### config.mk
export PLATFORM = sky130hd
export DESIGN_NAME = conv_seq_ctrl
export DESIGN_NICKNAME = d
export VERILOG_FILES = /design/src/rtl/conv_pkg.sv /design/src/rtl/conv_seq_perf.sv /design/src/rtl/conv_seq_ctrl.sv
export SDC_FILE = /design/constraint.sdc
export NUM_CORES = 1
export LEC_CHECK = 0
export ABC_AREA = 1
export ABC_CLOCK_PERIOD_IN_PS = 4500
export BUFFER_PORTS_ARGS = -buffer_cell sky130_fd_sc_hd__buf_2
export CORE_ASPECT_RATIO = 1.75
export CORE_MARGIN = 1
export CORE_UTILIZATION = 40
export DETAILED_ROUTE_END_ITERATION = 12
export GPL_TIMING_DRIVEN = 0
export PLACE_DENSITY_LB_ADDON = 0.3
export SYNTH_ARGS = -nofsm -noshare
export SYNTH_HDL_FRONTEND = slang
export SYNTH_SLANG_ARGS = --single-unit
export TNS_END_PERCENT = 20
### constraint.sdc
create_clock -name clk -period 4.5 [get_ports clk]
set_clock_uncertainty 0.05 [all_clocks]
set_input_delay 0.225 -clock clk [delete_from_list [all_inputs] [get_ports clk]]
set_output_delay 0.225 -clock clk [all_outputs]
set_load 0.03 [all_outputs]
### src/rtl/conv_pkg.sv
// Shared types and constants for the 3x3 convolution sequencer.
package conv_pkg;

  typedef enum logic [2:0] {
    IDLE   = 3'd0,
    CLEAR  = 3'd1,
    LOAD_K = 3'd2,
    LOAD_P = 3'd3,
    MAC    = 3'd4,
    OUT    = 3'd5
  } state_t;

  localparam logic [2:0] SEL_PIX_BASE      = 3'd0;
  localparam logic [2:0] SEL_KER_BASE      = 3'd3;
  localparam int         WORDS_PER_OPERAND = 3;

  typedef logic [23:0] operand_t;
  typedef logic [31:0] result_t;

endpackage

### src/rtl/conv_seq_perf.sv
// Saturating busy/stall cycle counter pair for the convolution sequencer.
// Only instantiated when CONV_SEQ_CTRL_PERF_EN is defined.
module conv_seq_perf (
  input  logic        clk,
  input  logic        rst,
  input  logic        clear,
  input  logic        busy,
  input  logic        stall,
  output logic [31:0] busy_cycles,
  output logic [31:0] stall_cycles
);

  logic [1:0] inc;
  assign inc = {stall, busy};

  generate
    for (genvar gi = 0; gi < 2; gi++) begin : g_cnt
      logic [31:0] cnt_reg;
      always_ff @(posedge clk) begin
        if (rst || clear) begin
          cnt_reg <= '0;
        end else if (inc[gi] && (cnt_reg != '1)) begin
          cnt_reg <= cnt_reg + 32'd1;
        end
      end
    end
  endgenerate

  assign busy_cycles  = g_cnt[0].cnt_reg;
  assign stall_cycles = g_cnt[1].cnt_reg;

endmodule

### src/rtl/conv_seq_ctrl.sv
// Operand sequencer for the 3x3 convolution engine: steers the word stream into
// engine registers, runs 1..N accumulation passes, returns the sum. Optional
// performance counters are enabled with CONV_SEQ_CTRL_PERF_EN.
module conv_seq_ctrl
  import conv_pkg::*;
#(
  parameter int CH_W = 8
) (
  input  logic            clk,
  input  logic            rst,
  input  logic            start,
  input  logic [CH_W-1:0] cfg_channels,
  input  logic            cfg_kernel_mode,
  output logic            busy,
  input  logic            in_valid,
  output logic            in_ready,
  input  operand_t        in_data,
  output logic            eng_we,
  output logic [2:0]      eng_sel,
  output operand_t        eng_data,
  output logic            eng_acc_clear,
  output logic            eng_acc_enable,
  input  result_t         eng_result,
  output logic            res_valid,
  input  logic            res_ready,
  output result_t         res_data
`ifdef CONV_SEQ_CTRL_PERF_EN
  ,
  output logic [31:0]     perf_busy_cycles,
  output logic [31:0]     perf_stall_cycles
`endif
);

  localparam logic [1:0] LAST_WORD = 2'(WORDS_PER_OPERAND - 1);

  state_t          state_reg, state_next;
  logic [CH_W-1:0] pass_reg, pass_next;
  logic [CH_W-1:0] channels_reg, channels_next;
  logic            mode_reg, mode_next;
  logic [1:0]      word_idx_reg, word_idx_next;

  always_ff @(posedge clk) begin
    if (rst) begin
      state_reg    <= IDLE;
      pass_reg     <= '0;
      channels_reg <= '0;
      mode_reg     <= 1'b0;
      word_idx_reg <= '0;
    end else begin
      state_reg    <= state_next;
      pass_reg     <= pass_next;
      channels_reg <= channels_next;
      mode_reg     <= mode_next;
      word_idx_reg <= word_idx_next;
    end
  end

  always_comb begin
    state_next     = state_reg;
    pass_next      = pass_reg;
    channels_next  = channels_reg;
    mode_next      = mode_reg;
    word_idx_next  = word_idx_reg;
    in_ready       = 1'b0;
    eng_we         = 1'b0;
    eng_sel        = 3'd0;
    eng_data       = '0;
    eng_acc_clear  = 1'b0;
    eng_acc_enable = 1'b0;
    res_valid      = 1'b0;
    res_data       = '0;

    unique case (state_reg)
      IDLE: begin
        if (start) begin
          channels_next = (cfg_channels == '0) ? CH_W'(1) : cfg_channels;
          mode_next     = cfg_kernel_mode;
          pass_next     = '0;
          word_idx_next = '0;
          state_next    = CLEAR;
        end
      end
      CLEAR: begin
        eng_acc_clear = 1'b1;
        state_next    = mode_reg ? LOAD_K : LOAD_P;
      end
      LOAD_K, LOAD_P: begin
        in_ready = 1'b1;
        eng_we   = in_valid;
        eng_data = in_data;
        eng_sel  = ((state_reg == LOAD_K) ? SEL_KER_BASE : SEL_PIX_BASE) + {1'b0, word_idx_reg};
        if (in_valid) begin
          if (word_idx_reg == LAST_WORD) begin
            word_idx_next = '0;
            state_next    = (state_reg == LOAD_K) ? LOAD_P : MAC;
          end else begin
            word_idx_next = word_idx_reg + 2'd1;
          end
        end
      end
      MAC: begin
        eng_acc_enable = 1'b1;
        if (pass_reg == channels_reg - CH_W'(1)) begin
          state_next = OUT;
        end else begin
          pass_next  = pass_reg + CH_W'(1);
          state_next = mode_reg ? LOAD_K : LOAD_P;
        end
      end
      OUT: begin
        // Clear/enable are low here, so eng_result cannot move under res_data.
        res_valid = 1'b1;
        res_data  = eng_result;
        if (res_ready) state_next = IDLE;
      end
      default: state_next = IDLE;
    endcase
  end

  assign busy = (state_reg != IDLE);

`ifdef CONV_SEQ_CTRL_PERF_EN
  conv_seq_perf u_perf (
    .clk          (clk),
    .rst          (rst),
    .clear        ((state_reg == IDLE) && start),
    .busy         (busy),
    .stall        (in_ready && !in_valid),
    .busy_cycles  (perf_busy_cycles),
    .stall_cycles (perf_stall_cycles)
  );
`endif

endmodule

==> results.json <==
{
  "n_antenna_cell": 0,
  "clock-sinks": 22,
  "rows": 32,
  "syn_area_per_cell_um2": 5.499,
  "max_freq_mhz": 400.8,
  "root_buffer": "clkbuf_8",
  "period_minus_slack_ns": 2.495,
  "layout-drive-gt1-share": 0.3278,
  "p_sw_mw": 0.6274,
  "syn_to_final_growth_pct": 41.25,
  "htree_num_levels": 1,
  "synth.cell_area_um2": 1881,
  "power.density_nw_per_um2": 432.6,
  "synthFlopType": "dfxtp_1",
  "clockBufferDepth": 2,
  "hold_viol": 0,
  "post_cts_resized": 0,
  "synthMuxAreaShare": 0,
  "total_power_mw": 1.149,
  "worst_slew_pin_slew_ns": 0.4733,
  "r2r_start": "channels_reg[0]",
  "drc": 0,
  "max-slew-margin-rel": 0.6844,
  "yosysWarnings": 0,
  "layout.nets": 555,
  "drv_slew": 0,
  "io_pins": 135,
  "crit_slowest_cell": "fa_1",
  "drtAntennaViolNets": 0,
  "overflow": 0,
  "ir_drop_v": 0.0002724,
  "portBuffers": 134,
  "power.share.sequential": 0.232,
  "routed_wl_um": 5917,
  "async_flop_share": 0,
  "grt_max_degree": 12,
  "core_um2": 4444,
  "synthAdderAreaFrac": 0.03061,
  "place_area_um2": 2615,
  "ys_ff_latch": 22,
  "worstPathMaxFanout": 7,
  "dp_hpwl_um": 5012,
  "cts_tree": "built",
  "rsz0062_at_grt": "false",
  "cts_setup_buffers": 0,
  "finalCritPeriodShare": 0.5544,
  "leakage_nw": 1.699,
  "p_comb_frac": 0.662,
  "p_sw_frac": 0.5460,
  "holdWs_ns": 0.1939,
  "first_global_vias": 2293,
  "crit_start": "state_reg[1]",
  "wl_per_cell_um": 11.16,
  "endpoint_kind": "primary output",
  "ctsHoldBuffers": 0,
  "vias": 2479,
  "status": "finished clean",
  "crit_arrival_ns": 2.22,
  "critPathKind": "flop to primary output",
  "worstHoldPathType": "input port to flop",
  "clk_pin_slew_ns": 0.08,
  "p_int_mw": 0.5216,
  "die_area_um2": 4990,
  "antenna_found_initial": 0,
  "synth_cell_types": 27,
  "tns_ns": 0,
  "cts_buffers": 3,
  "critical_path_required_ns": 4.22,
  "maxCapViolCount": 0,
  "synthXorXnorAreaFrac": 0.04657,
  "grtUsageTotal": 0.2632,
  "start_util": 0.4231,
  "fin_util": 0.5977,
  "fp.dieH_um": 92.71,
  "synth_top_area_share": 0.2342,
  "place.gp.congestion": 0.8981,
  "yosys.area_share.simple": 0.3752,
  "via_per_inst": 4.677,
  "synth_compound_area_frac": 0.1078,
  "pwr-share-clk": 0.106,
  "worstHoldStart": "rst",
  "synth_edf_count": 0,
  "fp.dieW_um": 53.83,
  "crit_path_start_kind": "flop",
  "clock_latency_ns": 0.26,
  "syn_nets": 416,
  "grt_pass1_wl_um": 9742,
  "slowest_delay_ns": 0.42,
  "yosysSeqAreaShare": 0.2342,
  "post-route-cell-area_um2": 2656,
  "synthCells": 342,
  "first_iter_violations": 54,
  "synthTopCellsByArea": "dfxtp_1 23%, inv_1 18%, nor2_1 16%",
  "dr.pass1.iters": 4,
  "setup_viol_count_final": 0,
  "synth_area_leader_cell": "dfxtp_1",
  "synth_top_family_by_area": "simple AND/OR/NAND/NOR gates",
  "path_cells": "inv_1 -> nor2_2 -> inv_2 -> nor2_1 -> ha_1 -> inv_1 -> fa_1 -> nor2_1 -> buf_2"
}
-- cells by family (layout without fill, tap and decap cells) --
kind of cell | Yosys count | in the layout
flops | 22 | 22
simple gates | 167 | 167
buf+inv | 102 | 239
xor+xnor | 10 | 10
compound gates | 37 | 37
fa+ha+maj | 4 | 4
-- metal layers --
metal	GRT usage	routed length (um)	vias to the layer above
met5	0	0	-
met4	0.1228	203	0
met3	0.06404	548	17
met2	0.4660	3087	128
met1	0.2719	2078	1057
li1	-	-	1277
-- power by group through the flow --
stage	Combinational [mW]	Sequential (mW)	Clock, mW
6_report	0.761	0.267	0.122
5_1_grt	0.851	0.271	0.132
4_1_cts	0.765	0.265	0.123
3_5_place_dp	0.762	0.270	0
3_3_place_gp	0.749	0.268	0
2_1_floorplan	0.563	0.261	0
-- area by class of cell --
class | count | area, um^2
fillers | 450 | 1788
repair buffers | 134 | 670.6
multi-input cells | 218 | 1054
well taps | 51 | 63.81
clock buffers | 3 | 41.29
inverters | 93 | 349.1
plain buffers | 9 | 37.54
flip-flops and latches | 22 | 440.4
-- synth_stat cells (all sizes together), types with 2 or more instances --
cell,count
dfxtp,22
ha,3
nand3,16
clkbuf,4
nor3,3
nand4,2
nand2,58
o21ai,12
xor2,6
xnor2,4
a21oi,18
inv,93
a31oi,3
buf,5
a211oi,4
nor2,86
-- placed cells by master, fill, tap and decap left out, types with 2 or more instances in the layout --
master and instances:
buf_2 137, inv_1 88, nor2_1 80, nand2_1 54
dfxtp_1 22, a21oi_1 18, nand3_1 15, o21ai_0 11
xor2_1 6, nor2_2 5, inv_2 5, clkbuf_1 4
xnor2_1 4, a211oi_1 4, nor3_1 3, a31oi_1 3
ha_1 3, clkbuf_8 3, buf_1 2, nand4_1 2
nand2_2 2, nand2_4 2
-- path summary, 6_finish.rpt --
check / endpoint / slack [ns] / cells past startpoint
max: eng_sel[1] / 2.01 / 9
min: pass_reg[6] / 0.19 / 2
max reg2reg: pass_reg[3] / 2.50 / 14
min reg2reg: channels_reg[7] / 0.43 / 2
-- per-stage QoR --
step           cells  setup slack (ns)
3_5_place_dp     527             2.288
2_1_floorplan    342             2.114
4_1_cts          530             1.984
3_3_place_gp     527             2.310
5_1_grt          530             1.810
6_report         530             2.005
-- critical path: cells and delay by family (launching register included) --
kind          cells  cell delay [ns]
buf+inv           4             0.43
simple gates      3             0.56
flops             1             0.37
fa+ha+maj         2             0.60
Power figures use the tool's default switching activity.
